## src/rtl/pc_gen_pkg.sv

```systemverilog
`timescale 1ns/1ps
`default_nettype none
// ============================================================================
// Module   : pc_gen_pkg
// Brief    : Flow, branch-type and state encodings plus default vectors.
// Revision : 1.0
// ============================================================================
package pc_gen_pkg;

    typedef enum logic [2:0] {
        FLOW_SEQ  = 3'd0,
        FLOW_BR   = 3'd1,
        FLOW_J    = 3'd2,
        FLOW_JAL  = 3'd3,
        FLOW_JR   = 3'd4,
        FLOW_ERET = 3'd5
    } flow_e;

    typedef enum logic [2:0] {
        BT_BEQ  = 3'd0,
        BT_BNE  = 3'd1,
        BT_BLTZ = 3'd2,
        BT_BGEZ = 3'd3,
        BT_BGTZ = 3'd4,
        BT_BLEZ = 3'd5
    } btype_e;

    typedef enum logic [0:0] {
        ST_NORMAL  = 1'b0,
        ST_HANDLER = 1'b1
    } state_e;

    localparam logic [31:0] c_RESET_VEC = 32'h0000_0000;
    localparam logic [31:0] c_TRAP_VEC  = 32'h0000_0180;

endpackage
`default_nettype wire

```

## src/rtl/pc_gen_if.sv

```systemverilog
`timescale 1ns/1ps
`default_nettype none
// ============================================================================
// Module   : pc_gen_if
// Brief    : Control and result bundle between the pipeline and pc_gen.
// Revision : 1.0
// ============================================================================
interface pc_gen_if #(
    parameter int WIDTH = 32
);
    logic             pc_wr;
    logic [2:0]       flow;
    logic [2:0]       btype;
    logic             zero;
    logic             sign;
    logic [WIDTH-1:0] imm;
    logic [WIDTH-7:0] jidx;
    logic [WIDTH-1:0] rs_val;
    logic             trap_req;

    logic [WIDTH-1:0] pc;
    logic [WIDTH-1:0] next_pc;
    logic [WIDTH-1:0] link;
    logic             link_we;
    logic [WIDTH-1:0] epc;
    logic             in_handler;
    logic             taken;
    logic             addr_err;
    logic             nest_err;

    modport master (
        output pc_wr, flow, btype, zero, sign, imm, jidx, rs_val, trap_req,
        input  pc, next_pc, link, link_we, epc, in_handler, taken, addr_err, nest_err
    );

    modport slave (
        input  pc_wr, flow, btype, zero, sign, imm, jidx, rs_val, trap_req,
        output pc, next_pc, link, link_we, epc, in_handler, taken, addr_err, nest_err
    );
endinterface
`default_nettype wire

```

## src/rtl/pc_gen_br_cond.sv

```systemverilog
`timescale 1ns/1ps
`default_nettype none
// ============================================================================
// Module   : br_cond
// Brief    : Branch-taken decision from branch type and ALU flags.
// Revision : 1.0
// ============================================================================
module br_cond
    import pc_gen_pkg::*;
(
    input  logic [2:0] btype,
    input  logic       zero,
    input  logic       sign,
    output logic       cond
);

    always_comb begin
        cond = 1'b0;
        case (btype)
            BT_BEQ:  cond = zero;
            BT_BNE:  cond = ~zero;
            BT_BLTZ: cond = sign;
            BT_BGEZ: cond = ~sign;
            BT_BGTZ: cond = ~sign & ~zero;
            BT_BLEZ: cond = sign | zero;
            default: cond = 1'b0;
        endcase
    end

endmodule
`default_nettype wire

```

## src/rtl/pc_gen.sv

```systemverilog
`timescale 1ns/1ps
`default_nettype none
// ============================================================================
// Module   : pc_gen
// Brief    : Program counter with branch/jump redirect, single-level trap/ERET.
// Revision : 1.0
// ============================================================================
module pc_gen
    import pc_gen_pkg::*;
#(
    parameter int               WIDTH     = 32,
    parameter logic [WIDTH-1:0] RESET_VEC = WIDTH'(c_RESET_VEC),
    parameter logic [WIDTH-1:0] TRAP_VEC  = WIDTH'(c_TRAP_VEC)
) (
    input  logic      clk,
    input  logic      reset,
    pc_gen_if.slave   bus
);

    logic [WIDTH-1:0] r_pc;
    logic [WIDTH-1:0] r_epc;
    state_e           r_state;
    logic             r_nest_err;

    logic [WIDTH-1:0] w_seq;
    logic [WIDTH-1:0] w_br_tgt;
    logic [WIDTH-1:0] w_j_tgt;
    logic [WIDTH-1:0] w_next;
    logic             w_taken;
    logic             w_cond;
    logic             w_addr_err;
    logic             w_trap_src;
    logic             w_accept;
    logic             w_nest;
    logic             w_eret_ok;

    br_cond u_br_cond (
        .btype (bus.btype),
        .zero  (bus.zero),
        .sign  (bus.sign),
        .cond  (w_cond)
    );

    assign w_seq      = r_pc + WIDTH'(4);
    assign w_br_tgt   = w_seq + (bus.imm << 2);
    assign w_j_tgt    = {w_seq[WIDTH-1:WIDTH-4], bus.jidx, 2'b00};
    assign w_addr_err = (bus.flow == FLOW_JR) && (bus.rs_val[1:0] != 2'b00);
    assign w_trap_src = bus.trap_req | w_addr_err;
    assign w_accept   = bus.pc_wr & (r_state == ST_NORMAL) & w_trap_src;
    assign w_nest     = bus.pc_wr & (r_state == ST_HANDLER) & w_trap_src;
    assign w_eret_ok  = (bus.flow == FLOW_ERET) && (r_state == ST_HANDLER);

    always_comb begin
        w_next  = w_seq;
        w_taken = 1'b0;
        if (reset) begin
            w_next = RESET_VEC;
        end else if (!bus.pc_wr) begin
            w_next = r_pc;
        end else if (w_accept) begin
            w_next  = TRAP_VEC;
            w_taken = 1'b1;
        end else begin
            case (bus.flow)
                FLOW_BR: begin
                    w_next  = w_cond ? w_br_tgt : w_seq;
                    w_taken = w_cond;
                end
                FLOW_J, FLOW_JAL: begin
                    w_next  = w_j_tgt;
                    w_taken = 1'b1;
                end
                FLOW_JR: begin
                    // A misaligned target only gets here inside the handler; fall through to SEQ.
                    w_next  = w_addr_err ? w_seq : bus.rs_val;
                    w_taken = ~w_addr_err;
                end
                FLOW_ERET: begin
                    w_next  = w_eret_ok ? r_epc : w_seq;
                    w_taken = w_eret_ok;
                end
                default: begin
                    w_next  = w_seq;
                    w_taken = 1'b0;
                end
            endcase
        end
    end

    always_ff @(posedge clk or posedge reset) begin
        if (reset) begin
            r_pc       <= RESET_VEC;
            r_epc      <= '0;
            r_state    <= ST_NORMAL;
            r_nest_err <= 1'b0;
        end else if (bus.pc_wr) begin
            r_pc <= w_next;
            case (r_state)
                ST_NORMAL: begin
                    if (w_accept) begin
                        r_epc   <= r_pc;
                        r_state <= ST_HANDLER;
                    end
                end
                ST_HANDLER: begin
                    if (bus.flow == FLOW_ERET) begin
                        r_state <= ST_NORMAL;
                    end
                end
                default: r_state <= ST_NORMAL;
            endcase
            if (w_nest) begin
                r_nest_err <= 1'b1;
            end
        end
    end

    assign bus.pc         = r_pc;
    assign bus.next_pc    = w_next;
    assign bus.link       = w_seq;
    assign bus.link_we    = ~reset & bus.pc_wr & (bus.flow == FLOW_JAL) & ~w_accept;
    assign bus.epc        = r_epc;
    assign bus.in_handler = (r_state == ST_HANDLER);
    assign bus.taken      = w_taken;
    assign bus.addr_err   = w_addr_err;
    assign bus.nest_err   = r_nest_err;

endmodule
`default_nettype wire

```

## src/flat_wrapper.sv

```systemverilog
// flat-port wrapper written by rule: the top's interface ports become plain ports
module pc_gen_flat import pc_gen_pkg::*;
#(
    parameter int               WIDTH     = 32,
    parameter logic [WIDTH-1:0] RESET_VEC = WIDTH'(c_RESET_VEC),
    parameter logic [WIDTH-1:0] TRAP_VEC  = WIDTH'(c_TRAP_VEC)
)
  (clk, reset, bus_pc_wr, bus_flow, bus_btype, bus_zero, bus_sign, bus_imm, bus_jidx, bus_rs_val, bus_trap_req, bus_pc, bus_next_pc, bus_link, bus_link_we, bus_epc, bus_in_handler, bus_taken, bus_addr_err, bus_nest_err);
  pc_gen_if #(.WIDTH(WIDTH)) bus_i ();
  input  logic clk;
  input  logic reset;
  input wire logic [$bits(bus_i.pc_wr)-1:0] bus_pc_wr;
  input wire logic [$bits(bus_i.flow)-1:0] bus_flow;
  input wire logic [$bits(bus_i.btype)-1:0] bus_btype;
  input wire logic [$bits(bus_i.zero)-1:0] bus_zero;
  input wire logic [$bits(bus_i.sign)-1:0] bus_sign;
  input wire logic [$bits(bus_i.imm)-1:0] bus_imm;
  input wire logic [$bits(bus_i.jidx)-1:0] bus_jidx;
  input wire logic [$bits(bus_i.rs_val)-1:0] bus_rs_val;
  input wire logic [$bits(bus_i.trap_req)-1:0] bus_trap_req;
  output wire logic [$bits(bus_i.pc)-1:0] bus_pc;
  output wire logic [$bits(bus_i.next_pc)-1:0] bus_next_pc;
  output wire logic [$bits(bus_i.link)-1:0] bus_link;
  output wire logic [$bits(bus_i.link_we)-1:0] bus_link_we;
  output wire logic [$bits(bus_i.epc)-1:0] bus_epc;
  output wire logic [$bits(bus_i.in_handler)-1:0] bus_in_handler;
  output wire logic [$bits(bus_i.taken)-1:0] bus_taken;
  output wire logic [$bits(bus_i.addr_err)-1:0] bus_addr_err;
  output wire logic [$bits(bus_i.nest_err)-1:0] bus_nest_err;
  assign bus_i.pc_wr = bus_pc_wr;
  assign bus_i.flow = bus_flow;
  assign bus_i.btype = bus_btype;
  assign bus_i.zero = bus_zero;
  assign bus_i.sign = bus_sign;
  assign bus_i.imm = bus_imm;
  assign bus_i.jidx = bus_jidx;
  assign bus_i.rs_val = bus_rs_val;
  assign bus_i.trap_req = bus_trap_req;
  assign bus_pc = bus_i.pc;
  assign bus_next_pc = bus_i.next_pc;
  assign bus_link = bus_i.link;
  assign bus_link_we = bus_i.link_we;
  assign bus_epc = bus_i.epc;
  assign bus_in_handler = bus_i.in_handler;
  assign bus_taken = bus_i.taken;
  assign bus_addr_err = bus_i.addr_err;
  assign bus_nest_err = bus_i.nest_err;
  pc_gen #(.WIDTH(WIDTH), .RESET_VEC(RESET_VEC), .TRAP_VEC(TRAP_VEC)) u_core (.clk(clk), .reset(reset), .bus(bus_i));
endmodule
```

## config.mk

```make
export PLATFORM = sky130hd
export DESIGN_NAME = pc_gen_flat
export DESIGN_NICKNAME = d
export VERILOG_FILES = /design/src/rtl/pc_gen_pkg.sv /design/src/rtl/pc_gen_if.sv /design/src/rtl/pc_gen_br_cond.sv /design/src/rtl/pc_gen.sv /design/src/flat_wrapper.sv
export SDC_FILE = /design/constraint.sdc
export NUM_CORES = 1
export LEC_CHECK = 0
export CAP_MARGIN = 20
export CORE_MARGIN = 10
export CORE_UTILIZATION = 40
export CTS_BUF_LIST = sky130_fd_sc_hd__clkbuf_2 sky130_fd_sc_hd__clkbuf_4 sky130_fd_sc_hd__clkbuf_8
export DETAILED_ROUTE_END_ITERATION = 6
export HOLD_SLACK_MARGIN = 0.15
export PLACE_DENSITY_LB_ADDON = 0.3
export SLEW_MARGIN = 20
export SYNTH_ARGS = -nofsm -noshare
export SYNTH_HDL_FRONTEND = slang
export SYNTH_HIERARCHICAL = 1
export SYNTH_SLANG_ARGS = --single-unit
```

## constraint.sdc

```tcl
create_clock -name clk -period 4.6 [get_ports clk]
set_clock_uncertainty 0.05 [all_clocks]
set_input_delay 0.69 -clock clk [delete_from_list [all_inputs] [get_ports clk]]
set_output_delay 0.69 -clock clk [all_outputs]
set_load 0.02 [all_outputs]
```

# Word level (Yosys, flattened, before mapping)
# Cells that the tools add are included.
[word_totals]
inputBits = 102
ramBits = 0
register_bits = 66
elab_cells = 54
rom_bits = 0
n_memories = 0
output_inout_bits = 133
latchBits = 0
[classes]
mul = 0
n_div = 0
n_addsub = 2
n_bitwise = 16
magnitude_cmp = 0
reduce_logical = 7
muxes = 15
n_eq_ne = 10
shift = 0
[op_table]
columns = ["op", "count"]
rows = [
  ["32-bit two-way mux", 6],
  ["32-bit one-hot mux with 4 select lines", 1],
  ["32-bit by 3-bit adder with 32-bit output, second input constant", 1],
  ["32-bit adder", 1],
  ["3-bit by 2-bit == test with 1-bit output, second input constant", 4],
  ["3-bit == test, second input constant", 4],
  ["1-bit AND", 8],
  ["3-bit by 1-bit == test with 1-bit output, second input constant", 2],
  ["1-bit inverter", 6],
  ["1-bit one-hot mux with 6 select lines", 1],
  ["1-bit two-way mux", 5],
  ["1-bit one-hot mux with 4 select lines", 1],
  ["3-bit zero test", 1],
  ["3-bit AND reduction", 1],
  ["1-bit logical AND", 2],
  ["1-bit bitwise OR", 2],
  ["1-bit one-hot mux with 2 select lines", 1],
  ["2-bit AND reduction", 1],
  ["2-bit nonzero test", 1],
  ["2-bit OR reduction", 1],
]

# Logic depth before layout (Yosys ltp)
[depth]
word_depth = 8
depth_mapped = 16
mapped_depth_nobuf = 15

# Modules after synthesis
# The synthesis kept the hierarchy.
[by_module_without_submodules]
columns = ["module", "instances", "seq_area_each_um2", "area_each_um2", "cells_each"]
rows = [
  ["pc_gen", 1, 1651.6, 6050.8, 732],
  ["br_cond", 1, 0.0, 63.8, 9],
]

# Worst setup path after synthesis
# OpenSTA, ideal clock, no wires.
[synth_path]
path_kind = "flip-flop to output port"
start = "register u_core.r_pc[2], in the netlist u_core/bus.pc[2]"
end = "output port bus_next_pc[31]"
required_time_ps = 3860
t_arrival_ps = 3938
setup_slack_ps = -78
path_buffers = 1
stages_incl_launch_ff = 15
cell_sequence = "dfrtp_1 -> ha_1 -> nand3_1 -> nor4_1 -> nand4_1 -> xnor2_1 -> ha_1 -> buf_2 -> nand4_1 -> or3_1 -> a211oi_1 -> o21ai_0 -> and3_1 -> o31a_1 -> o21ai_1"
[synth_via]
elab_chain_len = 7
elab_cells_between_ends = 9
cone_classes = "2 x add/sub; 7 x mux"
[synth_rtl]
columns = ["item", "line_no", "text"]
rows = [
  ["from (decl)", "pc_gen.sv:20", "logic [WIDTH-1:0] r_pc;"],
  ["from (signal assigned)", "pc_gen.sv:97", "r_pc <= w_next;"],
  ["32-bit by 3-bit adder with 32-bit output", "pc_gen.sv:44", "assign w_seq = r_pc + WIDTH'(4);"],
  ["via bus_link[18]", "flat_wrapper.sv:23", "output wire logic [$bits(bus_i.link)-1:0] bus_link;"],
  ["32-bit adder", "pc_gen.sv:45", "assign w_br_tgt = w_seq + (bus.imm << 2);"],
  ["32-bit two-way mux", "pc_gen.sv:66", "w_next = w_cond ? w_br_tgt : w_seq;"],
  ["32-bit one-hot mux with 4 select lines", "pc_gen.sv:64", "case (bus.flow)"],
  ["32-bit two-way mux", "pc_gen.sv:60", "end else if (w_accept) begin"],
  ["32-bit two-way mux", "pc_gen.sv:58", "end else if (!bus.pc_wr) begin"],
  ["32-bit two-way mux", "pc_gen.sv:56", "if (reset) begin"],
  ["to (decl)", "flat_wrapper.sv:22", "output wire logic [$bits(bus_i.next_pc)-1:0] bus_next_pc;"],
]
# The timed path passes the listed nets, and every way through them passes these cells.

# Worst setup path in the final report
[layout_path]
start = "register u_core.r_pc[9], in the netlist u_core/bus.pc[9]"
end = "output port bus_next_pc[29]"
[layout_via]
elab_chain_len = 7
elab_cells_between_ends = 9
cone_classes = "2 x add/sub; 7 x mux"
[layout_rtl]
columns = ["item", "line_no"]
rows = [
  ["32-bit by 3-bit adder with 32-bit output *", "pc_gen.sv:44"],
  ["32-bit adder", "pc_gen.sv:45"],
  ["32-bit two-way mux", "pc_gen.sv:66"],
  ["32-bit one-hot mux with 4 select lines *", "pc_gen.sv:64"],
  ["32-bit two-way mux *", "pc_gen.sv:60"],
  ["32-bit two-way mux *", "pc_gen.sv:58"],
  ["32-bit two-way mux *", "pc_gen.sv:56"],
]
# Every way passes the cells marked *; elsewhere a longest branch is shown, timed or not.

==> flow_summary.toml <==
[yosys]
syn_nets = 881
synthXorXnorAreaFrac_pct = 7.305
synth_cell_types = 82
synth-edff-count = 0
synthArstFlopShare_pct = 100.0
netlist_area_um2 = 6115
synth.most_common_cell = "nand2_1"
synth_adder_area_share_pct = 7.899
yosysTopAreaCellShare_pct = 27.01
synth_top_family_by_area = "compound AO/OA/AOI/OAI gates"
post-synth-top-area-cell = "dfrtp_1"
synth.area.top_cells = "dfrtp_1 (27%), ha_1 (7.6%), nand2_1 (5.6%)"
yosys_register_bits = 66
synth_mux_area_share_pct = 6.057
synth_flop_cell = "dfrtp_1"
ys_seq_area_share_pct = 27.01
ys.warnings.count = 6
syn_avg_cell_area_um2 = 8.252
syn_inst = 741
synthSimpleGateAreaFrac_pct = 20.52
yosys-top-cells-count = "nand2_1 (91), dfrtp_1 (66), a21oi_1 (58), nor2_1 (56), ha_1 (37)"
synth_compound_area_share_pct = 26.70

[worst_setup_path]
cp.arrival_ps = 3920
crit_type = "reg -> out"
r2r_slack_ps = 990
cp.buffers_inverters = 6
crit_family = "simple AND/OR/NAND/NOR gates"
cp-start-kind = "flop"
slowest_delay_ps = 490
critPathMaxFanout = 4
r2r_start = "u_core/bus.pc[9]$_DFFE_PP0P_"
ff2ff_path_depth = 18
cp-end-kind = "output pin"
slowest_stage = "or4_4"
critical_path.cell_chain = "nand4_1 -> buf_4 -> nor2_4 -> buf_6 -> nand2_2 -> xnor2_2 -> buf_4 -> ha_4 -> and4_4 -> o211ai_1 -> buf_4 -> buf_4 -> a31o_4 -> or4_4 -> o2111ai_4 -> xnor2_2 -> o211ai_1 -> buf_4"
worstPathRequired_ps = 3860
regToRegEndpoint = "u_core/bus.pc[23]$_DFFE_PP0P_"
worst_path_most_repeated_cell = "buf_4"

[pwr]
max-vdd-ir-drop_uv = 210.0
power_leakage_nw = 4.890
p_total_mw = 3.138
powerDensity_nw_per_um2 = 293.1

[place]
place_inst = 1312
dpl-instance-area_um2 = 10020
port_buffers = 232
dp_worst_setup_slack_ps = -303.8
gp_congestion = 0.9990
dp_hpwl_mm = 23.03

[worst_hold_path]
holdPathStages = 1
hp-start = "u_core/bus.nest_err$_DFFE_PP0P_"
hold_path_end = "u_core/bus.nest_err$_DFFE_PP0P_"
hp-class = "reg -> reg"

[global_routing]
gr-usage-all-layers_pct = 27.49
grt_pass1_wl_mm = 43.97
overflow = 0
antenna_found_initial = 1
gr-usage-met3_pct = 7.525
grt_pass1_vias = 7927
use_met1_pct = 35.08
grt_busiest_layer = "met2"
grt_max_degree = 40
use_met2_pct = 44.16

[floorplanning]
die_h_um = 143.6
dieArea_um2 = 20630
start_util_pct = 40.52
rows = 45
coreArea_um2 = 15090
io_pins = 235
die_w_um = 143.6

[clocking]
clock_latency_ps = 380
cts_root_buf = "clkbuf_8"
cts.clk_slew.worst_paths_ps = 80
cts_buffer_depth = 2
cts_buffers = 9
cts_tree = "done"
cts_max_level = 3
clkSinkCount = 66

[timing]
slew_violations = 0
fin_crit_sh_pct = 101.3
max_freq_ghz = 0.2146
holdWs_ps = 426.0
setup_viol = 8
worst_pin_slew_ps = 864.6
layout_setup_ws_ps = -60.49
timing.final.crit_period_ps = 4660
relSlewSlack_pct = 42.15
setup_tns_ps = -255.9
finalHoldViolCount = 0
rsz0062_at_grt = "true"

[final_layout]
fin_util_pct = 70.96
area_growth_pct = 75.12
final_cells = 1341
fin_area_um2 = 10710
final_nets = 1287
final_layout_size_suffix_gt1_share_pct = 30.73

[detailed_routing]
drt_iter0_markers = 870
wire_per_inst_um = 22.00
dr.pass1.iters = 7
drt-vias-per-instance = 5.803
wl_mm = 29.50
vias = 7782
drc = 3
ant_nets = 0

[run]
drv_cap = 0

[outcome]
status = "finished with violations"
failed_checks = "DRC, setup timing"
## final cells by class
type                    instances  area [um^2]
clock buffers                  11        145.1
repair buffers                442         3894
flip-flops and latches         66         1652
multi-input cells             609         4629
clock inverters                 5        77.57
well taps                     188        235.2
inverters                      19        72.57
fillers                      1204         4382
diodes                          1        2.502
## repair_timing
action / in CTS / in global routing
setup endpoints to repair: 21 / 26
hold buffers: 0 / 0
buffers inserted: 9 / 3
pin swaps: 30 / 16
gates cloned: 0 / 0
resized for setup: 92 / 59
## cell families after synthesis
logic type                 Yosys count
adders and majority gates           38
muxes                               33
buffers and inverters               66
DFF                                 66
and+or+nand+nor                    255
xor gates and xnor gates            51
AOI/OAI and AO/OA                  232
## flip-flops by register name, indices dropped and copies added, names as in the netlist
register / count
u_core/bus.epc: 32
u_core/bus.pc: 32
u_core/bus.in_handler: 1
u_core/bus.nest_err: 1
## placed cells by master (no fill, tap or decap), types with 5 or more instances in the layout
cell	netlist	layout
buf_4	2	213
ha_1	37	28
o21a_1	11	11
nand4_1	19	19
nor2b_1	11	10
nor3_1	9	7
nand3_1	25	22
clkdlybuf4s50_1	0	204
and3_1	6	5
o31ai_1	5	5
xnor2_2	0	9
a21o_1	15	15
clkbuf_2	1	5
o21ai_1	19	18
nand2_1	91	88
a222oi_1	24	24
xnor2_1	31	22
mux2_2	29	29
a21oi_2	1	8
o21ai_2	1	9
dfrtp_1	66	66
nor2_1	56	52
o21ai_0	25	17
xor2_1	20	17
dlymetal6s2s_1	0	7
o211ai_1	9	9
ha_4	0	8
a221o_1	5	5
clkbuf_8	0	10
a21boi_1	5	5
inv_1	18	17
a21oi_1	58	50
## routing by layer
metal | up-vias | part of all wire (%)
met4 | 0 | 1.9
li1 | 3595 | -
met2 | 413 | 47
met3 | 41 | 10
met1 | 3733 | 41
met5 | - | 0
## how the worst max path moves through the flow
stage	from	endpoint	slack, ps	cells past startpoint
after floorplan	u_core/bus.pc[2]$_DFFE_PP0P_	bus_next_pc[31]	5	14
after global placement	bus_imm[0]	bus_next_pc[24]	-280	14
after detailed placement	bus_imm[0]	bus_next_pc[24]	-300	14
after CTS	u_core/bus.pc[9]$_DFFE_PP0P_	bus_next_pc[30]	-30	16
after global routing	u_core/bus.pc[2]$_DFFE_PP0P_	bus_next_pc[24]	-220	18
final	u_core/bus.pc[9]$_DFFE_PP0P_	bus_next_pc[29]	-60	18
## power breakdown
group,internal (mW),leakage [nW],switching [mW],total [mW]
registers,0.690,0.889,0.0986,0.788
logic,0.865,3.89,0.893,1.76
clock network,0.324,0.113,0.267,0.592
total,1.88,4.89,1.26,3.14
Power figures use the tool's default switching activity.
